==> src/rtl/regfile_pkg.sv <==
// Shared widths, opcode and FSM state encodings for the register-file command controller.
package regfile_pkg;

    localparam int unsigned DATA_W = 16;
    localparam int unsigned ADDR_W = 3;

    typedef enum logic [2:0] {
        OpNop  = 3'd0,
        OpLdi  = 3'd1,
        OpMov  = 3'd2,
        OpAdd  = 3'd3,
        OpSub  = 3'd4,
        OpSwap = 3'd5
    } rf_op_e;

    typedef enum logic [2:0] {
        StIdle,
        StRd,
        StLat,
        StWr,
        StWr2,
        StDone
    } rf_ctrl_state_e;

    // Opcodes 6 and 7 have no operation behind them.
    function automatic logic op_is_illegal(logic [2:0] op);
        return op > 3'd5;
    endfunction

    function automatic logic op_reads_rf(logic [2:0] op);
        return (op == OpMov) || (op == OpAdd) || (op == OpSub) || (op == OpSwap);
    endfunction

endpackage

==> src/rtl/rf_alu.sv <==
// Combinational result/carry generation for the write phase of each command.
module rf_alu #(
    parameter int unsigned DATA_W = regfile_pkg::DATA_W
) (
    input  logic [2:0]        op_i,
    input  logic [DATA_W-1:0] op0_i,
    input  logic [DATA_W-1:0] op1_i,
    input  logic [DATA_W-1:0] imm_i,
    output logic [DATA_W-1:0] result_o,
    output logic              carry_o
);
    import regfile_pkg::*;

    logic [DATA_W:0] sum;

    assign sum = {1'b0, op0_i} + {1'b0, op1_i};

    always_comb begin
        result_o = '0;
        carry_o  = 1'b0;
        case (op_i)
            OpLdi: result_o = imm_i;
            OpMov: result_o = op0_i;
            OpAdd: begin
                result_o = sum[DATA_W-1:0];
                carry_o  = sum[DATA_W];
            end
            OpSub: begin
                result_o = op0_i - op1_i;
                carry_o  = op0_i < op1_i;
            end
            // The first SWAP write stores src1's value into src0.
            OpSwap: result_o = op1_i;
            default: ;
        endcase
    end

endmodule

==> src/rtl/regfile_ctrl.sv <==
// Single-command initiator for the 8x16 register file: sequences read, capture and write
// phases around the file's one-cycle registered read, then pulses a completion response.
module regfile_ctrl #(
    parameter int unsigned DATA_W = regfile_pkg::DATA_W,
    parameter int unsigned ADDR_W = regfile_pkg::ADDR_W
) (
    input  logic              clk,
    input  logic              rst,
    input  logic              cmd_valid,
    output logic              cmd_ready,
    input  logic [2:0]        cmd_op,
    input  logic [ADDR_W-1:0] cmd_dst,
    input  logic [ADDR_W-1:0] cmd_src0,
    input  logic [ADDR_W-1:0] cmd_src1,
    input  logic [DATA_W-1:0] cmd_imm,
    output logic [ADDR_W-1:0] rf_rd0_addr,
    output logic [ADDR_W-1:0] rf_rd1_addr,
    input  logic [DATA_W-1:0] rf_rd0_data,
    input  logic [DATA_W-1:0] rf_rd1_data,
    output logic              rf_wr_en,
    output logic [ADDR_W-1:0] rf_wr_addr,
    output logic [DATA_W-1:0] rf_wr_data,
    output logic              resp_valid,
    output logic [DATA_W-1:0] resp_data,
    output logic              resp_carry,
    output logic              resp_zero,
    output logic              resp_err
);
    import regfile_pkg::*;

    rf_ctrl_state_e state_q, state_d;

    logic [2:0]        op_q;
    logic [ADDR_W-1:0] dst_q, src0_q, src1_q;
    logic [DATA_W-1:0] imm_q, op0_q, op1_q;

    logic [DATA_W-1:0] resp_data_q, resp_data_d;
    logic              resp_carry_q, resp_carry_d;
    logic              resp_zero_q, resp_zero_d;
    logic              resp_err_q, resp_err_d;

    logic              accept;
    logic [DATA_W-1:0] alu_result;
    logic              alu_carry;

    rf_alu #(
        .DATA_W(DATA_W)
    ) u_alu (
        .op_i    (op_q),
        .op0_i   (op0_q),
        .op1_i   (op1_q),
        .imm_i   (imm_q),
        .result_o(alu_result),
        .carry_o (alu_carry)
    );

    assign cmd_ready = (state_q == StIdle);
    assign accept    = cmd_valid && cmd_ready && !rst;

    always_comb begin
        state_d      = state_q;
        resp_data_d  = resp_data_q;
        resp_carry_d = resp_carry_q;
        resp_zero_d  = resp_zero_q;
        resp_err_d   = resp_err_q;
        unique case (state_q)
            StIdle: begin
                if (accept) begin
                    if (cmd_op == OpLdi) begin
                        state_d = StWr;
                    end else if (op_reads_rf(cmd_op)) begin
                        state_d = StRd;
                    end else begin
                        state_d      = StDone;
                        resp_data_d  = '0;
                        resp_carry_d = 1'b0;
                        resp_zero_d  = 1'b1;
                        resp_err_d   = op_is_illegal(cmd_op);
                    end
                end
            end
            StRd:  state_d = StLat;
            StLat: state_d = StWr;
            StWr: begin
                if (op_q == OpSwap) begin
                    state_d = StWr2;
                end else begin
                    state_d      = StDone;
                    resp_data_d  = alu_result;
                    resp_carry_d = alu_carry;
                    resp_zero_d  = (alu_result == '0);
                    resp_err_d   = 1'b0;
                end
            end
            StWr2: begin
                state_d      = StDone;
                resp_data_d  = op0_q;
                resp_carry_d = 1'b0;
                resp_zero_d  = (op0_q == '0);
                resp_err_d   = 1'b0;
            end
            StDone:  state_d = StIdle;
            default: state_d = StIdle;
        endcase
    end

    always_comb begin
        rf_rd0_addr = src0_q;
        rf_rd1_addr = src1_q;
        // Gated with rst so an aborted command can never land a write.
        rf_wr_en    = ((state_q == StWr) || (state_q == StWr2)) && !rst;
        if (state_q == StWr2) begin
            rf_wr_addr = src1_q;
            rf_wr_data = op0_q;
        end else begin
            rf_wr_addr = (op_q == OpSwap) ? src0_q : dst_q;
            rf_wr_data = alu_result;
        end
        resp_valid = (state_q == StDone);
        resp_data  = resp_data_q;
        resp_carry = resp_carry_q;
        resp_zero  = resp_zero_q;
        resp_err   = resp_err_q;
    end

    always_ff @(posedge clk) begin
        if (rst) begin
            state_q      <= StIdle;
            op_q         <= '0;
            dst_q        <= '0;
            src0_q       <= '0;
            src1_q       <= '0;
            imm_q        <= '0;
            op0_q        <= '0;
            op1_q        <= '0;
            resp_data_q  <= '0;
            resp_carry_q <= 1'b0;
            resp_zero_q  <= 1'b0;
            resp_err_q   <= 1'b0;
        end else begin
            state_q      <= state_d;
            resp_data_q  <= resp_data_d;
            resp_carry_q <= resp_carry_d;
            resp_zero_q  <= resp_zero_d;
            resp_err_q   <= resp_err_d;
            if (accept) begin
                op_q   <= cmd_op;
                dst_q  <= cmd_dst;
                src0_q <= cmd_src0;
                src1_q <= cmd_src1;
                imm_q  <= cmd_imm;
            end
            // Read data registered at the end of RD is valid throughout LAT.
            if (state_q == StLat) begin
                op0_q <= rf_rd0_data;
                op1_q <= rf_rd1_data;
            end
        end
    end

endmodule

==> config.mk <==
export PLATFORM = sky130hd
export DESIGN_NAME = regfile_ctrl
export DESIGN_NICKNAME = d
export VERILOG_FILES = /design/src/rtl/regfile_pkg.sv /design/src/rtl/rf_alu.sv /design/src/rtl/regfile_ctrl.sv
export SDC_FILE = /design/constraint.sdc
export NUM_CORES = 1
export LEC_CHECK = 0
export ABC_CLOCK_PERIOD_IN_PS = 3080
export CORE_ASPECT_RATIO = 2
export CORE_MARGIN = 2
export CORE_UTILIZATION = 49
export CTS_BUF_LIST = sky130_fd_sc_hd__clkbuf_2 sky130_fd_sc_hd__clkbuf_4 sky130_fd_sc_hd__clkbuf_8
export DETAILED_ROUTE_END_ITERATION = 7
export MAX_ROUTING_LAYER = met4
export PLACE_DENSITY = 0.84
export SLEW_MARGIN = 0
export SYNTH_ARGS = -nofsm -noshare
export SYNTH_HDL_FRONTEND = slang
export SYNTH_SLANG_ARGS = --single-unit
==> constraint.sdc <==
create_clock -name clk -period 3.08 [get_ports clk]
set_input_delay 0.462 -clock clk [delete_from_list [all_inputs] [get_ports clk]]
set_output_delay 0.462 -clock clk [all_outputs]
set_load 0.005 [all_outputs]
## Word level (Yosys, flattened, before mapping)

Index checks and enable logic that the tools add are counted.

| operators by class | value |
|---|---|
| magnitude comparators | 2 |
| reductions and logical operators | 13 |
| add/sub/neg operators | 2 |
| multiplexer cells | 30 |
| eq/ne operators | 19 |

Operator list:

| cell | count |
|---|---|
| 16-bit two-way mux | 5 |
| 16-bit case mux with 5 select lines | 1 |
| 16-bit case mux with 3 select lines | 1 |
| 16-bit logical NOT | 2 |
| 3-bit by 2-bit equality test with 1-bit output (second input constant) | 6 |
| 3-bit equality test (second input constant) | 6 |
| 16-bit by 16-bit adder with 17-bit output | 1 |
| 16-bit < comparator | 1 |
| 16-bit subtractor | 1 |
| 3-bit two-way mux | 5 |
| 3-bit case mux with 5 select lines | 1 |
| 1-bit two-way mux | 13 |
| 3-bit by 1-bit equality test with 1-bit output (second input constant) | 3 |
| 1-bit case mux with 3 select lines | 3 |
| 2-bit != test (second input constant) | 3 |
| 5-bit AND reduction | 1 |
| 1-bit logical OR | 4 |
| 3-bit greater-than comparator (second input constant) | 1 |
| 1-bit logical AND | 3 |
| 3-bit logical NOT | 1 |
| 3-bit nonzero test | 1 |
| 2-bit by 1-bit != test with 1-bit output (second input constant) | 1 |
| 1-bit case mux with 2 select lines | 1 |
| 1-bit logical NOT | 1 |

| word-level totals | value |
|---|---|
| flip-flop bits (word level) | 82 |

## Longest topological paths before layout

Gate-level depths: netlist of the first run.

| logic depth | value |
|---|---|
| word-level depth | 8 |
| mapped depth | 12 |

## Cells and area by module

From an unflattened synthesis of the first run, not the netlist that was laid out.

| second synthesis, totals | value |
|---|---|
| cell total of the unflattened synthesis | 777 |
| area total of the unflattened synthesis | 6,015.8 um^2 |

By module, submodules not included:

| module | cells an instance | instances | sequential area each (um^2) | area an instance (um^2) |
|---|---|---|---|---|
| regfile_ctrl | 422 | 1 | 1,641.6 | 3,612.2 |
| rf_alu | 355 | 1 | 0.0 | 2,403.6 |

## Least setup slack after synthesis of the first run

OpenSTA, ideal clock, no wires.

| timing path | value |
|---|---|
| kind | register to output |
| start point | register op0_q[0] |
| end point | output port rf_wr_data[14] |
| path buffers | 0 |
| stages on the path, launching flop included | 12 |
| data arrival time | 2,546 ps |
| slack | 72 ps |
| cell sequence | dfxtp_1 ha_1 fa_1 nor2b_1 o311ai_1 a211o_1 a211oi_1 o311ai_1 a21o_1 a32o_2 nand2_1 nand2_1 |

| on the way | value |
|---|---|
| cells in the longest elaborated chain, start to end | 3 |
| elaborated cells between the ends (all ways) | 4 |
| classes of those cells | add/sub: 2; mux: 2 |

Ends and longest elaborated chain:

| what | RTL line | source |
|---|---|---|
| start, declared | regfile_ctrl.sv:35 | `logic [DATA_W-1:0] imm_q, op0_q, op1_q;` |
| start signal, assigned | regfile_ctrl.sv:155 | `op0_q <= rf_rd0_data;` |
| 16-bit subtractor or 16-bit by 16-bit adder with 17-bit output (tied branches) | rf_alu.sv:29, rf_alu.sv:16 |  |
| 16-bit case mux with 5 select lines (*) | rf_alu.sv:21 | `case (op_i)` |
| 16-bit two-way mux (*) | regfile_ctrl.sv:112 | `if (state_q == StWr2) begin` |
| end, declared | regfile_ctrl.sv:22 | `output logic [DATA_W-1:0] rf_wr_data,` |

Every way passes the cells marked *; elsewhere a longest branch is shown, timed or not.

## Worst setup path after layout of the first run

| timing path | value |
|---|---|
| start point | register op1_q[6] |
| end point | output port rf_wr_data[11] |

| on the way | value |
|---|---|
| cells in the longest elaborated chain, start to end | 3 |
| elaborated cells between the ends (all ways) | 4 |
| classes of those cells | add/sub: 2; mux: 2 |

Ends and longest elaborated chain:

| what | RTL line | source |
|---|---|---|
| start, declared | regfile_ctrl.sv:35 |  |
| start signal, assigned | regfile_ctrl.sv:156 | `op1_q <= rf_rd1_data;` |
| 16-bit subtractor or 16-bit by 16-bit adder with 17-bit output (tied branches) | rf_alu.sv:29, rf_alu.sv:16 |  |
| 16-bit case mux with 5 select lines (*) | rf_alu.sv:21 |  |
| 16-bit two-way mux (*) | regfile_ctrl.sv:112 |  |

Marks and branches as above.

==> results of run 1 <==
==> layer usage <==
metal | routed length (um) | vias up | GRT usage
li1 | - | 3334 | -
met4 | 2270 | 0 | 0.3317
met1 | 8554 | 3452 | 0.4136
met3 | 1688 | 151 | 0.07640
met5 | 0 | - | -
met2 | 13230 | 400 | 0.7052
==> stage by stage <==
| step | setup TNS [ns] | setup WS [ns] |
|---|---|---|
| detailed placement | -3.086 | -0.4788 |
| finish | -2.602 | -0.3644 |
| floorplan | 0 | 0.07227 |
| global route | -4.188 | -0.4454 |
| CTS | -2.041 | -0.3163 |
| global placement | -2.772 | -0.4429 |
==> placed cells by master (no fill, tap or decap), types with 5 or more instances in the layout <==
master and count:
mux2i_1 23, and2_1 5, o21ai_1 5, o21ai_0 13, dfxtp_2 15, inv_1 20
a221oi_1 7, ha_1 16, nand3_1 8, nor2_1 87, a21oi_2 8, nand2_1 155
buf_6 25, ha_2 5, a221o_1 6, dfxtp_1 65, nand2b_1 5, nor3b_1 6
buf_4 165, a21oi_1 90, nor2b_1 5, buf_2 12, clkdlybuf4s50_1 93, ha_4 12
inv_2 10, o21a_1 6, nor3_1 16, nor4_1 5, clkbuf_8 9, a222oi_1 9
==> worst max-delay path: stages, from the launching register on <==
cell,delay (ns)
dfxtp_2,0.38
inv_2,0.05
ha_4,0.17
or4_4,0.55
o21ai_4,0.08
a31o_4,0.14
buf_12,0.10
buf_6,0.09
o21ai_4,0.06
a221o_1,0.38
a221o_1,0.32
nor2_1,0.09
nor2_1,0.07
buf_2,0.12
==> power breakdown <==
| part | leakage [nW] | switching [mW] | internal [mW] | total, mW |
|---|---|---|---|---|
| sequential | 0.675 | 0.0734 | 1.14 | 1.22 |
| combinational | 3.02 | 1.06 | 1.11 | 2.17 |
| clock | 0.0829 | 0.463 | 0.310 | 0.773 |
| total | 3.77 | 1.59 | 2.56 | 4.16 |
==> cell type report <==
cell class	instances	area, um2
inverter	30	112.6
tap	145	181.4
multi-input combinational	625	4337
clock inverter	6	48.80
sequential	82	1668
clock buffer	10	131.4
timing repair buffer	302	2606
fill	863	2546
==> flip-flops by register name, indices dropped and copies added, names as in the netlist <==
register	count
dst_q	3
imm_q	16
op0_q	16
op1_q	16
op_q	3
resp_carry	1
resp_data	16
resp_err	1
resp_zero	1
rf_rd0_addr	3
rf_rd1_addr	3
state_q	3
==> cell families after synthesis <==
group           after synthesis  share of synthesized area
buf+inv                      84                    0.06800
xor+xnor                      1                   0.001507
flops                        82                     0.2823
simple gates                343                     0.2694
mux                          24                    0.04132
compound gates              222                     0.2595
fa+ha+maj                    35                    0.07790
==> path summary, 6_finish.rpt <==
path         cells after the start              to  slack [ns]      from
min                              2        imm_q[6]        0.46  imm_q[6]
max                             13  rf_wr_data[11]       -0.36  op1_q[6]
min reg2reg                      2        imm_q[6]        0.46  imm_q[6]
max reg2reg                     14       resp_zero       -0.14  op1_q[6]
==> what timing repair did <==
item / in CTS / in global routing
hold endpoints to repair: 0 / 0
hold buffers: 0 / 0
resized for setup: 162 / 36
buffers inserted: 38 / 14
endpoints found under the setup margin: 18 / 19
cloned: 0 / 0
pin swaps: 66 / 50
==> impl_results.md, run 1 <==
- GRT Residual Overflow: 0
- Skew-Pair Late Insertion Delay: 0.38 ns
- DRC: 0
- Peak supply drop: 0.5923 mV
- Synth Warn #: 0
- Core area: 11630 um2
- Fin crit period: 3.444 ns
- Period utilization: 1.118
- Syn nets: 889
- Final hold viol count: 0
- Routed vias/inst: 6.114
- Max Clock Skew: 0.01587 ns
- Clock Sinks: 82
- Final nets: 1148
- Clk buf depth: 2
- Slew Limit Headroom: 0.2873
- Post-synth EDFFs: 0
- Synth cell types: 84
- Area grow syn2layout: 56.25%
- Synth cell count leaders: nand2_1, a21oi_1, nor2_1
- Reg clk slew, reported paths: 0.10 ns
- PnR worst setup slack: -0.3644 ns
- Post-synthesis cell count: 791
- Placed inst area: 7933 um2
- Failing checks: negative setup slack
- Most frequent cell after synthesis: nand2_1
- Synth async-reset ratio: 0
- Die X: 81.03 um
- Antenna Violating Nets Remaining: 0
- Top_reg_cell synth: dfxtp_1
- Unrepaired setup endpoints after global routing: true
- Row count: 56
- P per Cell Area: 457.6 nW/um2
- Maxcap violations: 0
- DR vias: 7337
- FF+latch count, synth: 82
- DRT iter0 DRCs: 788
- Min-delay worst type: reg -> reg
- Max Slew Vio Count: 0
- Outcome: finished with violations
- Fmax: 290.3 MHz
- Number of antenna diodes: 0
- H-Tree Depth: 3
- Overall Power: 4.157 mW
- Area leader, netlist: dfxtp_1
- Avg Synthesized Cell Area: 7.351 um2
- Slew @ Worst Pin: 1.069 ns
- I/O pins: 110
- Initial antenna violation count: 0
- Crit path arrival time: 2.98 ns
- Final cell count without fillers: 1200
- Setup crit end kind: primary output
- Crit Path Class: reg -> out
- Routability cong.: 1.000
- Die ar.: 12810 um2
- DP Cell Count: 1138
- Seq/Total Area, Yosys: 0.2823
- Post-layout util: 0.7811
- Input/output buffers: 109
- Drt total wl: 25750 um
- Vias in the first global route: 7304
- Design area: 9085 um2
- Req. time, crit path: 2.62 ns
- CTS tree: done
- Root Buffer Master: clkbuf_8
- Leakage dissipation: 3.774 nW
- Post-synth top area share: 0.2823
- WHS: 0.4581 ns
- First-pass GRT wire length: 39120 um
- Starting Density: 0.4999
- Routed WL per cell: 21.46 um
- Drt first pass iters: 7
- Count of final setup violators: 14
- CTS buffer count: 9
- Top cells by area, synth: dfxtp_1, nand2_1, a21oi_1
- Die Y: 158.1 um
- Worst-path maximum fanout: 4
- Synthesized area: 5814 um2
- Detailed Place HPWL: 18520 um
- Startpoint types: register
- GRT Util Overall: 0.4194
- Layout cells sized above 1: 0.3270
- Largest net degree at the start of global routing: 48
Note: power is estimated with default switching activity, not from simulation.
==> run 2, diff against run 1 <==
Settings changed: CORE_UTILIZATION 49 to 45, PLACE_DENSITY 0.84 to 0.78.
==> impl_results.md, run 2 (synthesis results as in run 1) <==
- Leakage dissipation: 3.741 nW (-0.87%)
- Detailed Place HPWL: 18330 um (-1.1%)
- Crit Path Class: reg -> out
- P per Cell Area: 458.1 nW/um2 (+0.12%)
- Root Buffer Master: clkbuf_8
- Routability cong.: 1.028 (+2.7%)
- Input/output buffers: 109 (unchanged)
- Fmax: 292.9 MHz (+0.90%)
- Post-layout util: 0.7152 (-0.06587)
- H-Tree Depth: 3 (unchanged)
- Routed vias/inst: 5.976 (-2.3%)
- Startpoint types: register
- Drt total wl: 25190 um (-2.2%)
- Max Slew Vio Count: 0 (unchanged)
- DR vias: 7201 (-1.9%)
- Min-delay worst type: reg -> reg
- Maxcap violations: 0 (unchanged)
- Layout cells sized above 1: 0.3251 (-0.001896)
- Slew Limit Headroom: 0.3396 (+0.05230)
- Max Clock Skew: 0.01793 ns (+0.002059 ns)
- Starting Density: 0.4605 (-0.03943)
- Number of antenna diodes: 0 (unchanged)
- Most frequent cells in the layout: buf_4, nand2_1, clkdlybuf4s50_1
- Design area: 9031 um2 (-0.59%)
- DRC: 0 (unchanged)
- Setup TNS: -2.418 ns (+0.1849 ns)
- Req. time, crit path: 2.62 ns (about the same)
- DP Cell Count: 1153 (+1.3%)
- Clk buf depth: 2 (unchanged)
- Area grow syn2layout: 55.33%
- Outcome: finished with violations
- Failing checks: negative setup slack
- R2R setup slack: -0.08 ns (+0.06 ns)
- GRT Residual Overflow: 0 (unchanged)
- First-pass GRT wire length: 38410 um (-1.8%)
- # hold bufs at CTS: 0 (unchanged)
- Setup crit end kind: primary output
- Slew @ Worst Pin: 0.9906 ns (-0.07844 ns)
- Largest net degree at the start of global routing: 38 (-21%)
- Peak supply drop: 0.4155 mV (-30%)
- Placed inst area: 7989 um2 (+0.71%)
- Die ar.: 13900 um2 (+8.5%)
- Row count: 58 (+3.6%)
- Routed WL per cell: 20.90 um (-2.6%)
- Final hold viol count: 0 (unchanged)
- Fin crit period: 3.414 ns (-0.03071 ns)
- Unrepaired setup endpoints after global routing: true
- Crit path arrival time: 2.95 ns (-0.03 ns)
- PnR worst setup slack: -0.3337 ns (+0.03071 ns)
- # fillers: 1000 (+16%)
- Period utilization: 1.108 (-0.009969)
- Skew-Pair Late Insertion Delay: 0.38 ns (about the same)
- I/O pins: 110 (unchanged)
- WHS: 0.4620 ns (+0.003950 ns)
- Antenna Violating Nets Remaining: 0 (unchanged)
- Count of final setup violators: 13 (-1)
- CTS tree: done
- GRT Util Overall: 0.3646 (-0.05479)
- Die X: 84.38 um (+4.1%)
- Clock Sinks: 82 (unchanged)
- Vias in the first global route: 7403 (+1.4%)
- Drt first pass iters: 5 (-2)
- Final cell count without fillers: 1205 (+0.42%)
- DRT iter0 DRCs: 509 (-35%)
- CTS buffer count: 9 (unchanged)
- Core area: 12630 um2 (+8.6%)
- Initial antenna violation count: 0 (unchanged)
- Final nets: 1148 (unchanged)
- Reg clk slew, reported paths: 0.10 ns (about the same)
- Worst-path maximum fanout: 3 (-1)
- Most common cell after layout, fill and taps aside: buf_4
- Die Y: 164.8 um (+4.2%)
[run 2: path summary, 6_finish.rpt]
path / from / endpoint / depth (start not counted)
max: op0_q[0] / rf_wr_data[14] / 13
min reg2reg: imm_q[8] / imm_q[8] / 2
max reg2reg: op1_q[3] / resp_zero / 13
min: imm_q[8] / imm_q[8] / 2
[run 2: layout make-up]
type | count | area (um2) | area share
clock buffers | 10 | 131.4 | 0.01455
clock inverters | 6 | 72.57 | 0.008035
inverters | 30 | 112.6 | 0.01247
multi-input cells | 625 | 4318 | 0.4781
flip-flops and latches | 82 | 1672 | 0.1851
well taps | 150 | 187.7 | 0.02078
repair buffers | 302 | 2537 | 0.2810
[run 2: stage by stage]
step / setup slack (ns) / total power [mW]
3_3_place_gp: -0.4825 / 2.912
4_1_cts: -0.2798 / 3.981
6_report: -0.3337 / 4.137
2_1_floorplan: 0.07227 / 2.059
5_1_grt: -0.4122 / 4.302
3_5_place_dp: -0.4669 / 2.923
[run 2: what timing repair did]
| item | CTS | global route |
|---|---|---|
| resized for setup | 134 | 57 |
| setup buffers | 27 | 13 |
| setup endpoints to repair | 17 | 20 |
| pin swaps | 51 | 38 |
[run 2: power breakdown]
part	switching, mW	internal, mW	leakage [nW]	total, mW
Combinational	1.02	1.05	2.96	2.07
Sequential	0.0725	1.14	0.675	1.21
Clock	0.464	0.393	0.101	0.858
Total	1.56	2.58	3.74	4.14
[run 2: routing by layer]
metal	share of wire	track usage	wire (um)	up-vias
li1	-	-	-	3321
met2	0.51	0.6457	12820	372
met5	0	-	0	-
met3	0.050	0.04398	1268	154
met1	0.36	0.3678	9042	3354
met4	0.082	0.2576	2057	0
[run 2: critical path, cell delays in order, from the launching register on]
cell      delay, ns
dfxtp_2        0.38
ha_4           0.15
fa_2           0.21
nor2b_4        0.18
o311ai_4       0.10
a211o_1        0.32
buf_6          0.14
a211oi_4       0.29
o311ai_2       0.17
a21o_1         0.19
a32o_2         0.23
nand2_1        0.07
nand2_1        0.05
buf_2          0.12
==> run 3, diff against run 2 <==
Settings changed: ABC_CLOCK_PERIOD_IN_PS 3080 to 4250, PLACE_DENSITY 0.78 to 0.76.
Clock period 3.08 ns to 4.25 ns, I/O delays scaled along.
==> impl_results.md, run 3 (synthesis results as in run 1) <==
- Internal Power: 1.598 mW (-38%)
- DR vias: 6394 (-11%)
- Worst Min Path Start: imm_q[0]
- Max Slew Vio Count: 0 (unchanged)
- Placed inst area: 7036 um2 (-12%)
- P per Cell Area: 349.9 nW/um2 (-24%)
- Crit path arrival time: 3.49 ns (+0.54 ns)
- Root Buffer Master: clkbuf_8
- Reg2reg end: resp_zero
- Pre-CTS worst setup slack: 0.3363 ns (+0.8031 ns)
- Initial antenna violation count: 0 (unchanged)
- I/O pins: 110 (unchanged)
- Overall Power: 2.587 mW (-37%)
- Die Y: 164.8 um (unchanged)
- R2R setup slack: 0.95 ns (+1.03 ns)
- Leakage dissipation: 2.817 nW (-25%)
- GRT Residual Overflow: 0 (unchanged)
- Starting Density: 0.4605 (unchanged)
- Post-layout util: 0.5856 (-0.1296)
- Largest net degree at the start of global routing: 75 (+97%)
- Slew Limit Headroom: 0.1964 (-0.1432)
- Die ar.: 13900 um2 (unchanged)
- Count of final setup violators: 0 (-13)
- Max Clock Skew: 0.01637 ns (-0.001564 ns)
- Worst hold path depth: 2 (unchanged)
- Worst path slowest cell: clkdlybuf4s50_1
- Outcome: complete, no violations
- Flop pwr share: 0.345 (+0.052)
- # hold bufs at CTS: 0 (unchanged)
- Row count: 58 (unchanged)
- Maxcap violations: 0 (unchanged)
- Most common cell after layout, fill and taps aside: nand2_1
- Fin crit period: 4.124 ns
- Setup crit end kind: primary output
- Min-delay worst type: reg -> reg
- Layout cells sized above 1: 0.1130 (-0.2121)
- PnR worst setup slack: 0.1258 ns (+0.4594 ns)
- Routed vias/inst: 6.125 (+2.5%)
- Routability cong.: 1.025 (-0.22%)
- Detailed Place HPWL: 16070 um (-12%)
- Final nets: 987 (-14%)
- Design area: 7395 um2 (-18%)
- GRT Util Overall: 0.3167 (-0.04788)
- Clk buf depth: 2 (unchanged)
- H-Tree Depth: 3 (unchanged)
- DRC: 0 (unchanged)
- CP dominant cell by count: a21oi_2
- Delay of the slowest critical-path stage: 0.52 ns (+0.14 ns)
- Core area: 12630 um2 (unchanged)
- Startpoint types: register
- Drt first pass iters: 5 (unchanged)
- Slew @ Worst Pin: 1.202 ns (+0.2114 ns)
- Req. time, crit path: 3.61 ns (+0.99 ns)
- Routed WL per cell: 20.82 um (-0.41%)
- CTS tree: done
- Worst-path maximum fanout: 6 (+3)
- Number of antenna diodes: 0 (unchanged)
- Peak supply drop: 0.3183 mV (-23%)
- RR Startpoint: op0_q[4]
- Drt total wl: 21730 um (-14%)
- Period utilization: 0.9704
- Sw Ratio: 0.3823 (+0.006094)
- CP Cell Sequence: inv_1 > ha_1 > fa_1 > nand2b_4 > a211oi_1 > o22a_1 > a31o_1 > a41oi_1 > mux2i_1 > a21oi_2 > a21oi_2 > clkdlybuf4s50_1
- P_sw: 0.9891 mW (-36%)
- Clock Sinks: 82 (unchanged)
- DRT iter0 DRCs: 450 (-12%)
- Final hold viol count: 0 (unchanged)
- Comb power frac: 0.406 (-0.093)
- Antenna Violating Nets Remaining: 0 (unchanged)
- Setup TNS: 0 ns (+2.418 ns)
- Clock share of power: 0.248 (+0.041)
- # fillers: 1203 (+20%)
- R2R cell count: 11 (-2)
- Crit Path Class: reg -> out
- Die X: 84.38 um (unchanged)
- Most frequent cells in the layout: nand2_1, clkdlybuf4s50_1, a21oi_1
- First-pass GRT wire length: 33240 um (-13%)
- CTS buffer count: 9 (unchanged)
- Unrepaired setup endpoints after global routing: true
- Skew-Pair Late Insertion Delay: 0.37 ns (about the same)
- Input/output buffers: 109 (unchanged)
- Vias in the first global route: 6260 (-15%)
- Reg clk slew, reported paths: 0.10 ns (about the same)
- Fmax: 242.5 MHz
- Hold endpoint: imm_q[0]
- Area grow syn2layout: 27.18%
==> run 3: power groups by stage <==
stage	sequential [mW]	combinational (mW)	clock [mW]
6_report	0.893	1.05	0.643
5_1_grt	0.901	1.13	0.668
4_1_cts	0.890	0.984	0.640
3_5_place_dp	0.907	0.976	0
3_3_place_gp	0.907	0.974	0
2_1_floorplan	0.886	0.606	0
==> run 3: metrics by stage <==
stage	hold slack (ns)	std cells
after detailed placement	0.4469	1026
after global routing	0.4708	1044
after floorplan	0.4357	791
final	0.4603	1044
after CTS	0.4594	1042
after global placement	0.4416	1026
==> run 3: worst max-delay path by stage <==
stage / startpoint / end / slack [ns]
finish: op0_q[0] / rf_wr_data[12] / 0.13
global route: op1_q[0] / rf_wr_data[14] / -0.03
CTS: op0_q[0] / rf_wr_data[12] / 0.02
detailed placement: op0_q[0] / rf_wr_data[14] / 0.34
global placement: op0_q[0] / rf_wr_data[14] / 0.32
floorplan: op0_q[0] / rf_wr_data[14] / 1.07
==> run 3: layout make-up <==
type                            instances  area, um2  share of cell area
Multi-Input combinational cell        625       3909              0.5286
Sequential cell                        82       1649              0.2230
Timing Repair Buffer                  141       1326              0.1794
Tap cell                              150      187.7             0.02538
Clock buffer                           10      137.6             0.01861
Inverter                               30      112.6             0.01523
Clock inverter                          6      72.57            0.009814
==> run 3: metal layers <==
metal,vias up,track usage,part of all wire
li1,3008,-,-
met1,2996,0.3273,0.36
met2,293,0.5592,0.52
met3,97,0.03748,0.051
met4,0,0.2100,0.069
met5,-,-,0
==> run 3: repair_timing <==
item,in CTS,in global routing
buffers inserted,0,2
pin swaps,0,4
endpoints found under the setup margin,2,6
gates resized for setup,4,27
gates cloned,0,0
endpoints found under the hold margin,0,0
==> run 3: worst max-delay path: cells and delay by family (launching register included) <==
| family | cells | cell delay, ns |
|---|---|---|
| compound gates | 6 | 1.12 |
| simple gates | 1 | 0.19 |
| mux | 1 | 0.19 |
| buf+inv | 2 | 0.58 |
| flops | 1 | 0.40 |
| fa+ha+maj | 2 | 0.63 |
